<file path="src/rtl/temp_avg_sched_if.sv">
// Handshake and data bundle between the sensor bus and the averaging controller.
interface temp_avg_sched_if #(
    parameter int S_NR       = 8,
    parameter int TEMP_WIDTH = 5,
    parameter int T_MIN      = 19,
    parameter int T_MAX      = 26
);
    logic                         start;
    logic [S_NR*TEMP_WIDTH-1:0]   value;
    logic [S_NR-1:0]              enable;
    logic                         busy;
    logic                         done;
    logic [2*TEMP_WIDTH-1:0]      avg;
    logic [T_MAX-T_MIN:0]         led_output;
    logic                         alert;

    modport master (
        output start, value, enable,
        input  busy, done, avg, led_output, alert
    );

    modport slave (
        input  start, value, enable,
        output busy, done, avg, led_output, alert
    );
endinterface

</file>
<file path="src/rtl/temp_avg_sched.sv">
// Time-multiplexed average of enabled sensors with LED bar and alert.
// Optional round-half-up of the average: define TEMP_AVG_ROUND_EN.
module temp_avg_sched #(
    parameter int S_NR       = 8,
    parameter int TEMP_WIDTH = 5,
    parameter int T_MIN      = 19,
    parameter int T_MAX      = 26
) (
    input  logic              clk,
    input  logic              rst_n,
    temp_avg_sched_if.slave   bus
);
    localparam int AW   = 2*TEMP_WIDTH;
    localparam int LW   = T_MAX - T_MIN + 1;
    localparam int IMAX = (S_NR > AW) ? S_NR : AW;
    localparam int IW   = $clog2(IMAX + 1);
    localparam logic [AW-1:0] T_MIN_V = AW'(T_MIN);
    localparam logic [AW-1:0] T_MAX_V = AW'(T_MAX);
    localparam logic [AW-1:0] ONE_A   = AW'(1);
    localparam logic [IW-1:0] ONE_I   = IW'(1);

    typedef enum logic [1:0] {IDLE, ACCUM, DIVIDE, FINISH} state_t;

    state_t                     state;
    state_t                     state_next;
    logic [S_NR*TEMP_WIDTH-1:0] value_sh;
    logic [S_NR-1:0]            enable_sh;
    logic [AW-1:0]              sum;
    logic [AW-1:0]              count;
    logic [AW-1:0]              rem;
    logic [IW-1:0]              idx;

    logic                       accum_last;
    logic                       div_last;
    logic [AW:0]                trial;
    logic                       qbit;
    logic [AW-1:0]              rem_next;
    logic [AW-1:0]              avg_calc;
    logic [AW-1:0]              offset;
    logic [AW-1:0]              avg_next;
    logic [LW-1:0]              led_next;
    logic                       alert_next;

    assign accum_last = (idx == IW'(S_NR - 1));
    assign div_last   = (idx == IW'(AW - 1));

    always_ff @(posedge clk or negedge rst_n) begin
        if (!rst_n) state <= IDLE;
        else        state <= state_next;
    end

    always_comb begin
        state_next = state;
        case (state)
            IDLE:    if (bus.start) state_next = ACCUM;
            ACCUM:   if (accum_last) state_next = DIVIDE;
            DIVIDE:  if (div_last) state_next = FINISH;
            FINISH:  state_next = IDLE;
            default: state_next = IDLE;
        endcase
    end

    // During DIVIDE the sum register shifts out the dividend and shifts in quotient bits.
    always_comb begin
        bus.busy   = (state != IDLE) || bus.done;
        trial      = {rem, sum[AW-1]};
        qbit       = (trial >= {1'b0, count});
        rem_next   = qbit ? (trial[AW-1:0] - count) : trial[AW-1:0];
`ifdef TEMP_AVG_ROUND_EN
        avg_calc   = ({rem, 1'b0} >= {1'b0, count}) ? (sum + ONE_A) : sum;
`else
        avg_calc   = sum;
`endif
        offset     = avg_calc - T_MIN_V;
        avg_next   = avg_calc;
        led_next   = '0;
        alert_next = 1'b0;
        if (count == '0) begin
            avg_next = '0;
        end else if (avg_calc < T_MIN_V) begin
            alert_next = 1'b1;
        end else if (avg_calc > T_MAX_V) begin
            led_next   = '1;
            alert_next = 1'b1;
        end else begin
            for (int i = 0; i < LW; i++) led_next[i] = (offset >= AW'(i));
        end
    end

    always_ff @(posedge clk or negedge rst_n) begin
        if (!rst_n) begin
            value_sh       <= '0;
            enable_sh      <= '0;
            sum            <= '0;
            count          <= '0;
            rem            <= '0;
            idx            <= '0;
            bus.done       <= 1'b0;
            bus.avg        <= '0;
            bus.led_output <= '0;
            bus.alert      <= 1'b0;
        end else begin
            bus.done <= (state == FINISH);
            case (state)
                IDLE: begin
                    if (bus.start) begin
                        value_sh  <= bus.value;
                        enable_sh <= bus.enable;
                        sum       <= '0;
                        count     <= '0;
                        rem       <= '0;
                        idx       <= '0;
                    end
                end
                ACCUM: begin
                    if (enable_sh[0]) begin
                        sum   <= sum + {{(AW-TEMP_WIDTH){1'b0}}, value_sh[TEMP_WIDTH-1:0]};
                        count <= count + ONE_A;
                    end
                    value_sh  <= value_sh >> TEMP_WIDTH;
                    enable_sh <= enable_sh >> 1;
                    idx       <= accum_last ? '0 : idx + ONE_I;
                end
                DIVIDE: begin
                    sum <= {sum[AW-2:0], qbit};
                    rem <= rem_next;
                    idx <= idx + ONE_I;
                end
                FINISH: begin
                    bus.avg        <= avg_next;
                    bus.led_output <= led_next;
                    bus.alert      <= alert_next;
                end
                default: ;
            endcase
        end
    end
endmodule

</file>
<file path="src/flat_wrapper.sv">
// flat-port wrapper written by rule: the top's interface ports become plain ports
module temp_avg_sched_flat 
#(
    parameter int S_NR       = 8,
    parameter int TEMP_WIDTH = 5,
    parameter int T_MIN      = 19,
    parameter int T_MAX      = 26
)
  (clk, rst_n, bus_start, bus_value, bus_enable, bus_busy, bus_done, bus_avg, bus_led_output, bus_alert);
  temp_avg_sched_if #(.S_NR(S_NR), .TEMP_WIDTH(TEMP_WIDTH), .T_MIN(T_MIN), .T_MAX(T_MAX)) bus_i ();
  input  logic clk;
  input  logic rst_n;
  input wire logic [$bits(bus_i.start)-1:0] bus_start;
  input wire logic [$bits(bus_i.value)-1:0] bus_value;
  input wire logic [$bits(bus_i.enable)-1:0] bus_enable;
  output wire logic [$bits(bus_i.busy)-1:0] bus_busy;
  output wire logic [$bits(bus_i.done)-1:0] bus_done;
  output wire logic [$bits(bus_i.avg)-1:0] bus_avg;
  output wire logic [$bits(bus_i.led_output)-1:0] bus_led_output;
  output wire logic [$bits(bus_i.alert)-1:0] bus_alert;
  assign bus_i.start = bus_start;
  assign bus_i.value = bus_value;
  assign bus_i.enable = bus_enable;
  assign bus_busy = bus_i.busy;
  assign bus_done = bus_i.done;
  assign bus_avg = bus_i.avg;
  assign bus_led_output = bus_i.led_output;
  assign bus_alert = bus_i.alert;
  temp_avg_sched #(.S_NR(S_NR), .TEMP_WIDTH(TEMP_WIDTH), .T_MIN(T_MIN), .T_MAX(T_MAX)) u_core (.clk(clk), .rst_n(rst_n), .bus(bus_i));
endmodule
</file>
<file path="config.mk">
export PLATFORM = sky130hd
export DESIGN_NAME = temp_avg_sched_flat
export DESIGN_NICKNAME = d
export VERILOG_FILES = /design/src/rtl/temp_avg_sched_if.sv /design/src/rtl/temp_avg_sched.sv /design/src/flat_wrapper.sv
export SDC_FILE = /design/constraint.sdc
export NUM_CORES = 1
export LEC_CHECK = 0
export CORE_MARGIN = 5
export CORE_UTILIZATION = 45
export CTS_CLUSTER_DIAMETER = 100
export DETAILED_ROUTE_END_ITERATION = 8
export HOLD_SLACK_MARGIN = 0.12
export PLACE_DENSITY = 0.73
export SLEW_MARGIN = 10
export SYNTH_ARGS = -nofsm -noshare
export SYNTH_HDL_FRONTEND = slang
export SYNTH_SLANG_ARGS = --single-unit
</file>
<file path="constraint.sdc">
create_clock -name clk -period 3.8 [get_ports clk]
set_input_delay 0.95 -clock clk [delete_from_list [all_inputs] [get_ports clk]]
set_output_delay 0.95 -clock clk [all_outputs]
set_load 0.005 [all_outputs]
</file>
Word level (Yosys, flattened, before mapping)
Cells that the tools add are included.
W data, S select, Z words.
{"block": "classes", "add_sub_neg": 5, "magnitude_cmp": 11, "n_eq_ne": 9, "n_mux": 25, "reduce_logical": 13}
{"operator": "$pmux W40 S2", "count": 1}
{"operator": "$mux W10", "count": 5}
{"operator": "$ge A10 B3 Y1 const B", "count": 4}
{"operator": "$mux W40", "count": 1}
{"operator": "$pmux W10 S2", "count": 2}
{"operator": "$mux W8", "count": 4}
{"operator": "$pmux W10 S3", "count": 1}
{"operator": "$ge A10 B1 Y1 const B", "count": 2}
{"operator": "$ge A10 B2 Y1 const B", "count": 2}
{"operator": "$pmux W8 S2", "count": 1}
{"operator": "$pmux W4 S3", "count": 1}
{"operator": "$ge A11 B10 Y1", "count": 1}
{"operator": "$add A10 B1 Y10 const B", "count": 1}
{"operator": "$add A10 B5 Y10", "count": 1}
{"operator": "$gt A10 B5 Y1 const B", "count": 1}
{"operator": "$logic_not A10 Y1", "count": 1}
{"operator": "$lt A10 B5 Y1 const B", "count": 1}
{"operator": "$sub A10 B10 Y10", "count": 1}
{"operator": "$sub A10 B5 Y10 const B", "count": 1}
{"operator": "$reduce_and A3 Y1", "count": 3}
{"operator": "$mux W4", "count": 2}
{"operator": "$pmux W2 S4", "count": 1}
{"operator": "$mux W2", "count": 3}
{"operator": "$ne A2 B1 Y1 const B", "count": 3}
{"operator": "other kinds (12)", "count": 19}
{"block": "word_totals", "ff_bits": 104, "in_bits": 51}

Logic depth before layout (Yosys ltp)
Gate-level depths: netlist (run 1).
{"block": "depth", "ltp_word": 5, "mapped_depth": 10, "depth_no_buf": 9}

Worst setup path before layout (run 1)
No wires, ideal clock.
{"block": "synth_path", "path_type": "flip-flop to flip-flop", "start": "reg u_core.sum[0] (netlist: u_core.avg_calc[0])", "end": "reg u_core.sum[8] (netlist: u_core.avg_calc[8])", "setup_time_ps": 121, "t_arrival_ps": 2055, "required_ps": 3679, "path_slack_ps": 1624, "path_stages_with_launch": 9, "n_path_buf": 0, "path_cell_list": "dfrtp_1 -> ha_1 -> fa_1 -> a21o_1 -> a21oi_1 -> nor2b_1 -> o2111ai_1 -> o31ai_1 -> a22o_1"}
{"block": "synth_between", "elab_chain_cells": 3}
{"item": "start, declared", "line": "temp_avg_sched.sv:28", "source": "logic [AW-1:0] sum;"}
{"item": "start signal, assigned", "line": "temp_avg_sched.sv:117", "source": "sum <= sum + {{(AW-TEMP_WIDTH){1'b0}}, value_sh[TEMP_WIDTH-1:0]};"}
{"item": "start signal, assigned", "line": "temp_avg_sched.sv:125", "source": "sum <= {sum[AW-2:0], qbit};"}
{"item": "$add A10 B5 Y10", "line": "temp_avg_sched.sv:117"}
{"item": "$mux W10", "line": "temp_avg_sched.sv:116", "source": "if (enable_sh[0]) begin"}
{"item": "$pmux W10 S3", "line": "temp_avg_sched.sv:104", "source": "case (state)"}
Every way passes these cells. The select of a mux whose other input is x is not followed.
A chain may end at the register's enable or synchronous reset.

Final worst setup path (run 1)
{"block": "layout_path", "start": "reg u_core.state[1]", "end": "out bus_busy"}
{"block": "layout_between", "elab_chain_cells": 2}
{"item": "start, declared", "line": "temp_avg_sched.sv:24", "source": "state_t state;"}
{"item": "start signal, assigned", "line": "temp_avg_sched.sv:49", "source": "else state <= state_next;"}
{"item": "$reduce_bool A2 Y1", "line": "temp_avg_sched.sv:65", "source": "bus.busy = (state != IDLE) || bus.done;"}
{"item": "$logic_or A1 B1 Y1", "line": "temp_avg_sched.sv:65"}
{"item": "end, declared", "line": "flat_wrapper.sv:16", "source": "output wire logic [$bits(bus_i.busy)-1:0] bus_busy;"}
Every way passes these cells.

==> flow_summary.yaml, run 1 <==
run_status:
  status: "finished, final reports clean"
floorplan:
  start_util: 0.455
  row_count: 41
  die_w_microns: 123
  ioPinCount: 72
  dieArea_sq_um: 15100
  coreArea_sq_um: 12600
  die_y_microns: 123
global_routing:
  grt_overflow_total: 0
  antenna_found_initial: 0
  grt_pass1_vias: 4441
  grt_usage: 0.174
  grt_pass1_wl_microns: 21000
  grt_max_degree: 97
placed_design:
  placed_cells: 811
  dp_hpwl_microns: 8940
  place.gp.congestion: 0.884
  port-buffer-count: 71
  place_ws_ns: 0.932
cts:
  clkLatencyLatePin_ns: 0.35
  cts-resized-gates: 0
  postCtsSetupBuffers: 0
  cts_buffer_depth: 2
  cts_hold_buf: 0
  cts.clk_slew.worst_paths_ns: 0.07
  numCtsBuffers: 9
  clock-sinks: 104
  cts_tree: "done"
  h-tree-depth: 3
  root_buffer: "clkbuf_16"
critical_path:
  path_class: "flop to output pin"
  start_kind: "flop"
  worstSetupEndpointType: "output pin"
  cp_data_arrival_time_ns: 1.99
  cp_max_fo: 6
  crit_required_ns: 2.85
yosys:
  synth_edf_count: 0
  synth_area_sq_um: 5720
  ys_seq_area_frac: 0.455
  ys_ff_latch: 104
  syn_inst: 595
  synth_cell_type_count: 53
  synth_async_sr_flop_share: 1.00
  synth_flop_cell: "dfrtp_1"
  ys_warn_count: 0
  syn-num-nets: 677
  syn_area_per_cell_sq_um: 9.62
finish:
  drive_gt1_frac: 0.0473
  fin_cells: 827
  nNetsFinal: 732
  antennaDiodeCount: 0
  layout_commonest_cell: "dfrtp_1"
  final_cell_mix: "dfrtp_1, o21ai_0, nand2_1"
  nFillCells: 1107
  syn2layout_area_growth_pct: 19.9
timing:
  clock.fmax_ghz: 0.340
  fin_crit_sh: 0.775
  timing.final.hold_violations: 0
  finalClockSkew_ns: 0.00904
  setup_violations: 0
  slew_violations: 0
  setup_slack_ns: 0.856
  rsz0062_at_grt: "no"
  relSlewSlack: 0.353
  timing.hold.ws_ns: 0.482
  fin_setup_tns_ns: 0
  min_period_ns: 2.94
  tightestPinTransition_ns: 0.943
power:
  p_clk_frac: 0.168
  internal_power_uw: 3060
  p_seq_frac: 0.338
  p_switching_uw: 2220
  comb_power_share: 0.494
  leakage_uw: 0.00296
  ir_worst_vdd_v: 0.000516
  powerDensity_nw_per_um2: 770
  switching_share: 0.420
drt:
  met3_length_microns: 813
  wl_per_cell_microns: 14.9
  drtAntennaViolNets: 0
  maxUsedRoutingLayer: "met4"
  wl_met2_microns: 5660
  drt_iter0_markers: 255
  firstDrtPassIters: 4
  vias: 4507
  drt_wl_total_microns: 12300
  wl_met1_microns: 5550
  remaining_drc_errors: 0
  vias_per_cell: 5.45
run:
  cap_violations: 0
min_path:
  hold_path.class: "flop to flop"
cell families after synthesis:
kind of cell / Yosys count / share of synthesized area
buffers and inverters: 59 / 0.0424
AND/OR/NAND/NOR: 166 / 0.135
flip-flops: 104 / 0.455
AO/OA/AOI/OAI: 171 / 0.188
XOR/XNOR: 14 / 0.0214
multiplexers: 50 / 0.0883
adder cells (fa/ha/maj): 31 / 0.0704
power groups by stage:
stage	sequential (uW)	clock (uW)	combinational (uW)
global placement	1790	0	2520
CTS	1790	911	2610
detailed placement	1810	0	2600
floorplan	1710	0	2080
finish	1790	888	2610
global route	1850	955	2940
synthesized netlist by cell type, types with 6 or more instances:
| cell type | number | area share |
|---|---|---|
| dfrtp_1 | 104 | 0.45 |
| o21ai_0 | 82 | 0.072 |
| nand2_1 | 79 | 0.052 |
| a211oi_1 | 6 | 0.0079 |
| nand2b_1 | 13 | 0.014 |
| nand3_1 | 21 | 0.018 |
| a21oi_1 | 13 | 0.011 |
| inv_1 | 27 | 0.018 |
| mux2i_1 | 49 | 0.086 |
| xnor2_1 | 8 | 0.012 |
| a22o_1 | 14 | 0.021 |
| clkbuf_1 | 22 | 0.014 |
| ha_1 | 29 | 0.063 |
| nor2_1 | 24 | 0.016 |
| xor2_1 | 6 | 0.0092 |
| o31ai_1 | 8 | 0.010 |
state kept, by name, indices dropped and copies added, names as in the netlist:
| name | flops |
|---|---|
| u_core.count | 10 |
| u_core.avg_calc | 10 |
| u_core.bus.led_output | 8 |
| u_core.idx | 4 |
| u_core.state | 2 |
| u_core.value_sh | 40 |
| u_core.bus.avg | 10 |
| u_core.bus.alert | 1 |
| u_core.enable_sh | 8 |
| u_core.rem | 10 |
| u_core.bus.done | 1 |
routing by layer:
metal	up-vias	GRT usage
li1	2226	-
met1	2146	0.227
met2	112	0.272
met3	23	0.0553
met4	0	0.0609
met5	-	0
cell type report:
type	count	area [sq um]	share of cell area
Sequential cell	104	2600	0.379
Clock inverter	4	27.5	0.00401
Timing Repair Buffer	75	751	0.109
Inverter	28	105	0.0153
Clock buffer	12	256	0.0374
Tap cell	172	215	0.0314
Multi-Input combinational cell	432	2900	0.423
stage by stage:
step,power [uW],area [sq um],utilization
final,5280,6860,0.546
after global routing,5740,6860,0.546
after CTS,5310,6860,0.546
after detailed placement,4410,6580,0.523
after global placement,4300,6580,0.523
after floorplan,3790,5720,-
worst max-delay path: stages (launching register included):
cell             delay, ns
dfrtp_1               0.42
inv_1                 0.14
ha_1                  0.39
or2b_1                0.26
clkdlybuf4s50_1       0.45
worst paths after layout:
kind	from	to	slack, ns	cells after the start
min in group asynchronous	rst_n	u_core.rem[7]$_DFFE_PN0P_	0.65	1
worst min register to register	u_core.value_sh[8]$_DFFE_PN0P_	u_core.value_sh[8]$_DFFE_PN0P_	0.48	2
worst min-delay path	u_core.value_sh[8]$_DFFE_PN0P_	u_core.value_sh[8]$_DFFE_PN0P_	0.48	2
max in group asynchronous	rst_n	u_core.rem[0]$_DFFE_PN0P_	2.42	2
worst max-delay path	u_core.state[1]$_DFFE_PN0P_	bus_busy	0.86	4
worst max register to register	u_core.count[2]$_DFFE_PN0P_	u_core.rem[3]$_DFFE_PN0P_	1.16	8
(Power assumes the default switching activity.)
==> run 2, diff against run 1 <==
--- a/config.mk
+++ b/config.mk
@@ -10,7 +10,7 @@
 export CTS_CLUSTER_DIAMETER = 100
 export DETAILED_ROUTE_END_ITERATION = 8
 export HOLD_SLACK_MARGIN = 0.12
-export PLACE_DENSITY = 0.73
+export PLACE_DENSITY = 0.76
 export SLEW_MARGIN = 10
 export SYNTH_ARGS = -nofsm -noshare
 export SYNTH_HDL_FRONTEND = slang
==> constraint.sdc (replaced) <==
create_clock -name clk -period 2.6 [get_ports clk]
set_input_delay 0.65 -clock clk [delete_from_list [all_inputs] [get_ports clk]]
set_output_delay 0.65 -clock clk [all_outputs]
set_load 0.005 [all_outputs]
==> run 2 against run 1 <==
Effect of this change: register-to-register slack got worse by 0.89 ns; worst hold slack got worse by 0.18 ns; core utilization increased by 1.1 points; clock-buffer cell count decreased by 2; clock power increased by 55%; final area increased by 2.0%; setup slack got worse by 0.74 ns; first-iteration DRC count decreased by 29%; highest routed layer unchanged.
==> flow_summary.yaml, run 2 (same netlist as run 1, synthesis figures left out) <==
critical_path:
  start_kind: "flop"
  cp_data_arrival_time_ns: 1.83
  path_class: "flop to output pin"
  cp_max_fo: 5
  crit_required_ns: 1.95
  worstSetupEndpointType: "output pin"
global_routing:
  grt_overflow_total: 0
  grt_usage: 0.178
  grt_pass1_wl_microns: 21600
  grt_max_degree: 53
  antenna_found_initial: 0
  grt_pass1_vias: 4663
power:
  p_switching_uw: 3350
  comb_power_share: 0.509
  p_clk_frac: 0.172
  ir_worst_vdd_v: 0.000473
  internal_power_uw: 4710
  switching_share: 0.416
  p_seq_frac: 0.319
  powerDensity_nw_per_um2: 1150
  leakage_uw: 0.00304
finish:
  antennaDiodeCount: 0
  layout_commonest_cell: "dfrtp_1"
  utilization: 0.557
  nFillCells: 1087
  syn2layout_area_growth_pct: 22.3
  largest_reg_flops: 40
  nNetsFinal: 746
  final_cell_mix: "dfrtp_1, o21ai_0, nand2_1"
  top_register: "u_core.value_sh"
  drive_gt1_frac: 0.0688
  fin_cells: 841
drt:
  vias: 4645
  drtAntennaViolNets: 0
  vias_per_cell: 5.52
  drt_wl_total_microns: 12900
  wl_per_cell_microns: 15.3
  drt_iter0_markers: 181
  remaining_drc_errors: 0
  firstDrtPassIters: 5
timing:
  relSlewSlack: 0.429
  finalClockSkew_ns: 0.0131
  tightestPinTransition_ns: 0.832
  min_period_ns: 2.48
  slew_violations: 0
  setup_slack_ns: 0.119
  rsz0062_at_grt: "no"
  timing.hold.ws_ns: 0.304
  timing.final.hold_violations: 0
  setup_violations: 0
  fin_setup_tns_ns: 0
  clock.fmax_ghz: 0.403
  fin_crit_sh: 0.954
cts:
  clkLatencyLatePin_ns: 0.35
  cts_hold_buf: 0
  cts.clk_slew.worst_paths_ns: 0.07
  root_buffer: "clkbuf_16"
  cts_buffer_depth: 2
  cts_tree: "done"
  clock-sinks: 104
  numCtsBuffers: 9
  cts-resized-gates: 0
  postCtsSetupBuffers: 0
  h-tree-depth: 3
floorplan:
  die_y_microns: 123
  die_w_microns: 123
  row_count: 41
  dieArea_sq_um: 15100
  start_util: 0.455
  coreArea_sq_um: 12600
  ioPinCount: 72
min_path:
  hold_path.class: "input pin to async pin"
placed_design:
  port-buffer-count: 71
  placed_cells: 825
  place_ws_ns: 0.141
  dp_hpwl_microns: 9630
  place.gp.congestion: 0.963
run_status:
  status: "finished, final reports clean"
run:
  cap_violations: 0
[run 2: cell types whose count changed in the layout (fill, tap and decap cells not counted), sizes merged]
cell | before | now
inv | 29 | 31
clkinv | 3 | 2
clkbuf | 12 | 10
bufinv | 0 | 1
buf | 5 | 19
[run 2: layer usage]
layer	GRT usage	part of all wire	wire length [microns]
met2	0.292	0.48	6130
met4	0.0525	0.014	184
met5	0	0	0
met1	0.232	0.45	5730
met3	0.0484	0.064	821
[run 2: layout make-up]
| cell class | count | area [sq um] | share of cell area |
|---|---|---|---|
| Clock buffer | 10 | 229 | 0.0327 |
| Multi-Input combinational cell | 432 | 2900 | 0.415 |
| Clock inverter | 6 | 72.6 | 0.0104 |
| Tap cell | 172 | 215 | 0.0308 |
| Inverter | 28 | 105 | 0.0150 |
| Timing Repair Buffer | 89 | 868 | 0.124 |
| Sequential cell | 104 | 2600 | 0.372 |
[run 2: critical path: stages, from the launching register on]
cell and delay [ns]:
dfrtp_1 0.47, inv_1 0.11, ha_1 0.24, or2b_1 0.16, clkdlybuf4s50_1 0.50
[run 2: power groups by stage]
stage | clock network, uW | registers, uW | logic, uW
after floorplan | 0 | 2500 | 3040
after global placement | 0 | 2570 | 3970
after detailed placement | 0 | 2600 | 4090
after CTS | 1410 | 2580 | 4110
after global routing | 1460 | 2650 | 4620
final | 1380 | 2570 | 4100
[run 2: metrics by stage]
stage / total power (uW) / cell area [sq um]
5_1_grt: 8730 / 7000
2_1_floorplan: 5540 / 5720
4_1_cts: 8100 / 6990
3_3_place_gp: 6530 / 6690
6_report: 8060 / 7000
3_5_place_dp: 6690 / 6690
[run 2: path summary, 6_finish.rpt]
check | cells after the start | slack (ns) | endpoint | start
worst max-delay path | 4 | 0.12 | bus_busy | u_core.state[0]$_DFFE_PN0P_
worst min-delay path | 1 | 0.30 | u_core.value_sh[33]$_DFFE_PN0P_ | rst_n
worst min register to register | 2 | 0.48 | u_core.value_sh[14]$_DFFE_PN0P_ | u_core.value_sh[14]$_DFFE_PN0P_
min in group clk | 2 | 0.48 | u_core.value_sh[14]$_DFFE_PN0P_ | u_core.value_sh[14]$_DFFE_PN0P_
max in group asynchronous | 2 | 1.61 | u_core.bus.avg[5]$_DFFE_PN0P_ | rst_n
worst max register to register | 8 | 0.27 | u_core.avg_calc[8]$_DFFE_PN0P_ | u_core.value_sh[0]$_DFFE_PN0P_
